==> src/rtl/hdr_pattern_gen_pkg.sv <==
// rtl/hdr_pattern_gen_pkg.sv - shared constants and encodings for the HDR pattern generator
package hdr_pattern_gen_pkg;

  localparam int RESTART_PHASES = 6;
  localparam int EXIT_PHASES    = 10;
  localparam int PH_W           = 4;

  localparam logic KIND_RESTART = 1'b0;
  localparam logic KIND_EXIT    = 1'b1;

  typedef enum logic [1:0] {
    ST_IDLE = 2'd0,
    ST_RUN  = 2'd1,
    ST_DONE = 2'd2
  } state_e;

endpackage

==> src/rtl/hdr_pattern_gen_phase_timer.sv <==
// rtl/hdr_pattern_gen_phase_timer.sv - per-phase cycle counter with terminal-count pulse
module hdr_phase_timer #(
  parameter int PHASE_CYCLES = 4,
  parameter int CNT_W        = 8
) (
  input  logic clk,
  input  logic rst_n,
  input  logic clr,
  input  logic en,
  output logic tc
);

  localparam logic [CNT_W-1:0] LAST = CNT_W'(PHASE_CYCLES - 1);

  logic [CNT_W-1:0] cnt;

  assign tc = en && (cnt == LAST);

  always_ff @(posedge clk or negedge rst_n) begin
    if (!rst_n) begin
      cnt <= '0;
    end else if (clr) begin
      cnt <= '0;
    end else if (en) begin
      cnt <= tc ? '0 : cnt + 1'b1;
    end
  end

endmodule

==> src/rtl/hdr_pattern_gen.sv <==
// rtl/hdr_pattern_gen.sv - controller-side I3C HDR Restart / HDR Exit pattern generator
module hdr_pattern_gen
  import hdr_pattern_gen_pkg::*;
#(
  parameter int PHASE_CYCLES = 4,
  parameter int CNT_W        = 8
) (
  input  logic i_sys_clk,
  input  logic i_sys_rst,
  input  logic i_restart_req,
  input  logic i_exit_req,
  output logic o_scl,
  output logic o_sda,
  output logic o_drive,
  output logic o_busy,
  output logic o_done,
  output logic o_kind
);

  state_e          state;
  logic [PH_W-1:0] ph;
  logic [PH_W-1:0] last_ph;
  logic [1:0]      lvl;
  logic            tc;

  hdr_phase_timer #(
    .PHASE_CYCLES(PHASE_CYCLES),
    .CNT_W       (CNT_W)
  ) u_timer (
    .clk  (i_sys_clk),
    .rst_n(i_sys_rst),
    .clr  (state != ST_RUN),
    .en   (state == ST_RUN),
    .tc   (tc)
  );

  assign last_ph = (o_kind == KIND_EXIT) ? PH_W'(EXIT_PHASES - 1) : PH_W'(RESTART_PHASES - 1);

  // {SCL, SDA} for the current phase; SDA toggles under SCL low, then SCL rises last
  always_comb begin
    lvl = 2'b11;
    if (o_kind == KIND_EXIT) begin
      case (ph)
        4'd0, 4'd2, 4'd4, 4'd6: lvl = 2'b01;
        4'd1, 4'd3, 4'd5, 4'd7: lvl = 2'b00;
        4'd8:                   lvl = 2'b10;
        default:                lvl = 2'b11;
      endcase
    end else begin
      case (ph)
        4'd0, 4'd2, 4'd4: lvl = 2'b01;
        4'd1, 4'd3:       lvl = 2'b00;
        default:          lvl = 2'b11;
      endcase
    end
  end

  always_ff @(posedge i_sys_clk or negedge i_sys_rst) begin
    if (!i_sys_rst) begin
      state   <= ST_IDLE;
      ph      <= '0;
      o_scl   <= 1'b1;
      o_sda   <= 1'b1;
      o_drive <= 1'b0;
      o_busy  <= 1'b0;
      o_done  <= 1'b0;
      o_kind  <= KIND_RESTART;
    end else begin
      o_done <= 1'b0;
      case (state)
        ST_IDLE: begin
          o_drive <= 1'b0;
          o_scl   <= 1'b1;
          o_sda   <= 1'b1;
          if (i_exit_req || i_restart_req) begin
            o_kind <= i_exit_req ? KIND_EXIT : KIND_RESTART;
            ph     <= '0;
            o_busy <= 1'b1;
            state  <= ST_RUN;
          end
        end
        ST_RUN: begin
          o_drive        <= 1'b1;
          {o_scl, o_sda} <= lvl;
          if (tc) begin
            if (ph == last_ph) begin
              ph     <= '0;
              o_busy <= 1'b0;
              o_done <= 1'b1;
              state  <= ST_DONE;
            end else begin
              ph <= ph + 1'b1;
            end
          end
        end
        default: begin
          // DONE cycle shows the final (1,1) with drive still high; release from here
          o_drive <= 1'b0;
          o_scl   <= 1'b1;
          o_sda   <= 1'b1;
          state   <= ST_IDLE;
        end
      endcase
    end
  end

endmodule

==> config.mk <==
export PLATFORM = sky130hd
export DESIGN_NAME = hdr_pattern_gen
export DESIGN_NICKNAME = d
export VERILOG_FILES = /design/src/rtl/hdr_pattern_gen_pkg.sv /design/src/rtl/hdr_pattern_gen_phase_timer.sv /design/src/rtl/hdr_pattern_gen.sv
export SDC_FILE = /design/constraint.sdc
export NUM_CORES = 1
export LEC_CHECK = 0
export CAP_MARGIN = 20
export CORE_MARGIN = 5
export CORE_UTILIZATION = 59
export DETAILED_ROUTE_END_ITERATION = 8
export PLACE_DENSITY = 0.81
export SYNTH_ARGS = -nofsm -noshare
export SYNTH_HDL_FRONTEND = slang
export SYNTH_HIERARCHICAL = 1
export SYNTH_SLANG_ARGS = --single-unit
export TNS_END_PERCENT = 10
==> constraint.sdc <==
create_clock -name i_sys_clk -period 3.3 [get_ports i_sys_clk]
set_input_delay 0.66 -clock i_sys_clk [delete_from_list [all_inputs] [get_ports i_sys_clk]]
set_output_delay 0.66 -clock i_sys_clk [all_outputs]
set_load 0.02 [all_outputs]
==> impl_results.md <==
- Status: complete, no violations
- Initial antenna violation count: 0
- CP startpoint kind: flop
- Final min period: 2.61 ns
- ANT cells: 0
- DR vias: 802
- Die height: 51.9 um
- Crit Path Class: flop to flop
- Max Root-Sink Buffers: 2
- Warning count from the yosys run: 6
- Worst IR Drop VDD: 0.575 mV
- Starting density of the core: roughly three fifths
- Die ar.: about 0.0027 mm2
- First-pass GRT wire length: 3660 um
- CTS buffer count: 3
- Hpwl dp: 1520 um
- Post-CTS Hold Buffers: 0
- Int Pwr: 619 uW
- Syn_nets: 103
- FILL cells: 149
- Final nets: 113
- Post-Syn Instances: slightly below 100
- I/O pin total: 10
- Hold WC Path Type: flop to flop
- Port Buffers: 9
- Number of global-route vias before repair: 831
- Clock-pin slew on the worst setup and hold paths: 0.11 ns
- Pwr Density: 831 mW/mm2
- Setup ws final: between 0.6 and 0.7 ns
- Register area share after synthesis: 48.6%
- Leak: 0.484 nW
- Cell Area, Synth: 0.00103 mm2
- Avg Cell Area, Syn: 10.6 um2
- CTS Root Cell: clkbuf_4
- Clock Power Share: 20.1%
- Final TNS setup: 0 ns
- Combinational Power Share: 39.5%
- Fin crit share: between 70% and 80%
- Core box area: 0.00169 mm2
- Antenna viol nets, final: 0
- Post-layout util: 69.9%
- Share of the synthesized area in the top cell type: a little over two fifths
- Setup crit end kind: flop
- Fin cells: 124
- CTS tree: built
- Ys flop type: dfrtp_1
- Area Overhead vs Synth: 14.0%
- Sinks on Clock Net: 20
- Worst Path Required: 3.50 ns
- Total Power: just under 1 mW
- Drt first pass iters: 4
- Largest net degree at the start of global routing: 21
- Layout Skew: approximately 0.0017 ns
- CP arrival: 2.81 ns
- Drt total wl: 2030 um
- Worst skew pair latency: 0.30 ns
- Async SR Flop Fraction: 100%
- Share of power burned in registers: 40.4%
- Yosys cell types: between 40 and 50
- Max-capacitance violation count: 0
- RD Place Congestion: 0.856
- Layout cell share with drive strength beyond 1: 13.1%
- Synth area leader: dfrtp_1
- DRT iter0 DRCs: 12
- Switching share of power: 36.9%
- Tot GR Track Use: 18.6%
- Crit path max fanout: 14
- Place WS: 0.712 ns
- Die Width: around 52 um
- RSZ-0062 raised after global routing: no
- Worst Hold Depth: 2
- Worst-Margin Slew: 0.867 ns
- Core Rows: 15
- Number of flops mapped to enable cells by yosys: 0
- Post-CTS setup buffer count: 0
- GRT overflow: 0
- H-tree depth: 1
- Worst r2r path cells: 7
- Synth top area cells: dfrtp_1 44%, dfstp_2 5.1%, or3_1 3.0%
- FF+latch count, synth: 20
- Final Setup Violations: 0
- NetSw: 362 uW
- CTS resizes: 0
- Final max-slew violation count: 0
- # placed instances: 120
- Slew margin rel.: between 40% and 50%
- Final count of hold timing violations: 0
- Drt drc: 0
- Fmax: 0.383 GHz
- Post-DR wirelength/cell: ~16 um
- Mean number of vias per cell: 6.47
-- through the flow --
| stage | cell area, um2 | hold slack, ns |
|---|---|---|
| 5_1_grt | 1180 | 0.612 |
| 3_5_place_dp | 1130 | 0.562 |
| 3_3_place_gp | 1130 | 0.544 |
| 6_report | 1180 | 0.571 |
| 4_1_cts | 1180 | 0.576 |
| 2_1_floorplan | 1030 | 0.364 |
-- state kept, by name, summed over array words and instances, names as in the netlist --
signal,flops
u_timer/cnt,8
ph,4
state,2
o_busy,1
o_done,1
o_drive,1
o_kind,1
o_scl,1
o_sda,1
-- routing by layer --
metal	share of wire (%)	wire (um)	global-route usage, %	vias to the layer above
li1	-	-	-	392
met4	3.1	63	10.5	0
met2	53	1080	33.7	14
met3	2.3	47	2.87	7
met5	0	0	0	-
met1	41	838	20.4	389
-- power by group through the flow --
stage / Sequential, mW / Clock [mW] / Combinational [mW]
2_1_floorplan: 0.400 / 0 / 0.268
3_3_place_gp: 0.395 / 0 / 0.375
3_5_place_dp: 0.399 / 0 / 0.388
4_1_cts: 0.394 / 0.202 / 0.391
5_1_grt: 0.407 / 0.214 / 0.428
6_report: 0.396 / 0.197 / 0.387
-- cell type report --
type / count / area [um2] / share of cell area (%)
Clock buffer: 3 / 22.5 / 1.91
Tap cell: 17 / 21.3 / 1.80
Clock inverter: 1 / 30.0 / 2.55
Inverter: 3 / 11.3 / 0.954
Sequential cell: 20 / 503 / 42.6
Multi-Input combinational cell: 71 / 502 / 42.5
Timing Repair Buffer: 9 / 90.1 / 7.64
-- worst max-delay path, stage by stage, from the launching register on --
cell and delay (ns):
dfrtp_1 0.44, nand2b_1 0.33, inv_1 0.41, nand2_1 0.19
nor4_2 0.28, nor2b_1 0.12, or3_1 0.41, a211o_1 0.32
-- cells in the final DEF, fill, tap and decap left out, types with 4 or more instances in the layout --
master           synthesis  routed
dfrtp_1                 18      18
clkdlybuf4s50_1          0       9
o21ai_0                  5       5
or3_1                    5       5
nor2b_1                  4       4
nand2_1                  4       4
nor2_1                   4       4
nand4_1                  4       4
-- path summary, 6_finish.rpt --
path	from	endpoint	slack (ns)
max	state[1]	ph[3]	0.69
min	u_timer/cnt[7]	u_timer/cnt[7]	0.57
max reg2reg	state[1]	ph[3]	0.69
min reg2reg	u_timer/cnt[7]	u_timer/cnt[7]	0.57
max in group asynchronous	i_sys_rst	o_kind	1.93
min in group asynchronous	i_sys_rst	u_timer/cnt[4]	0.84
-- cells in the mapped netlist (2+ instances only) --
master    instances
nor3_1            3
nand2b_1          3
dfrtp_1          18
xor2_1            2
dfstp_2           2
a21oi_1           3
a211o_1           3
nor2b_1           4
nor2_1            4
o2111a_1          2
or3_1             5
o21ai_0           5
nand3_1           3
a311oi_1          2
buf_2             2
nand4_1           4
a211oi_1          2
nand2_1           4
inv_1             3
nand3b_1          3
-- logic make-up after synthesis --
group / synth area share (%)
muxes: 2.06
adders and majority gates: 1.21
buffers and inverters: 2.90
AOI/OAI and AO/OA: 17.2
xor gates and xnor gates: 2.54
DFF: 48.6
and+or+nand+nor: 25.5
No activity file was read; power rests on OpenSTA's default activity.
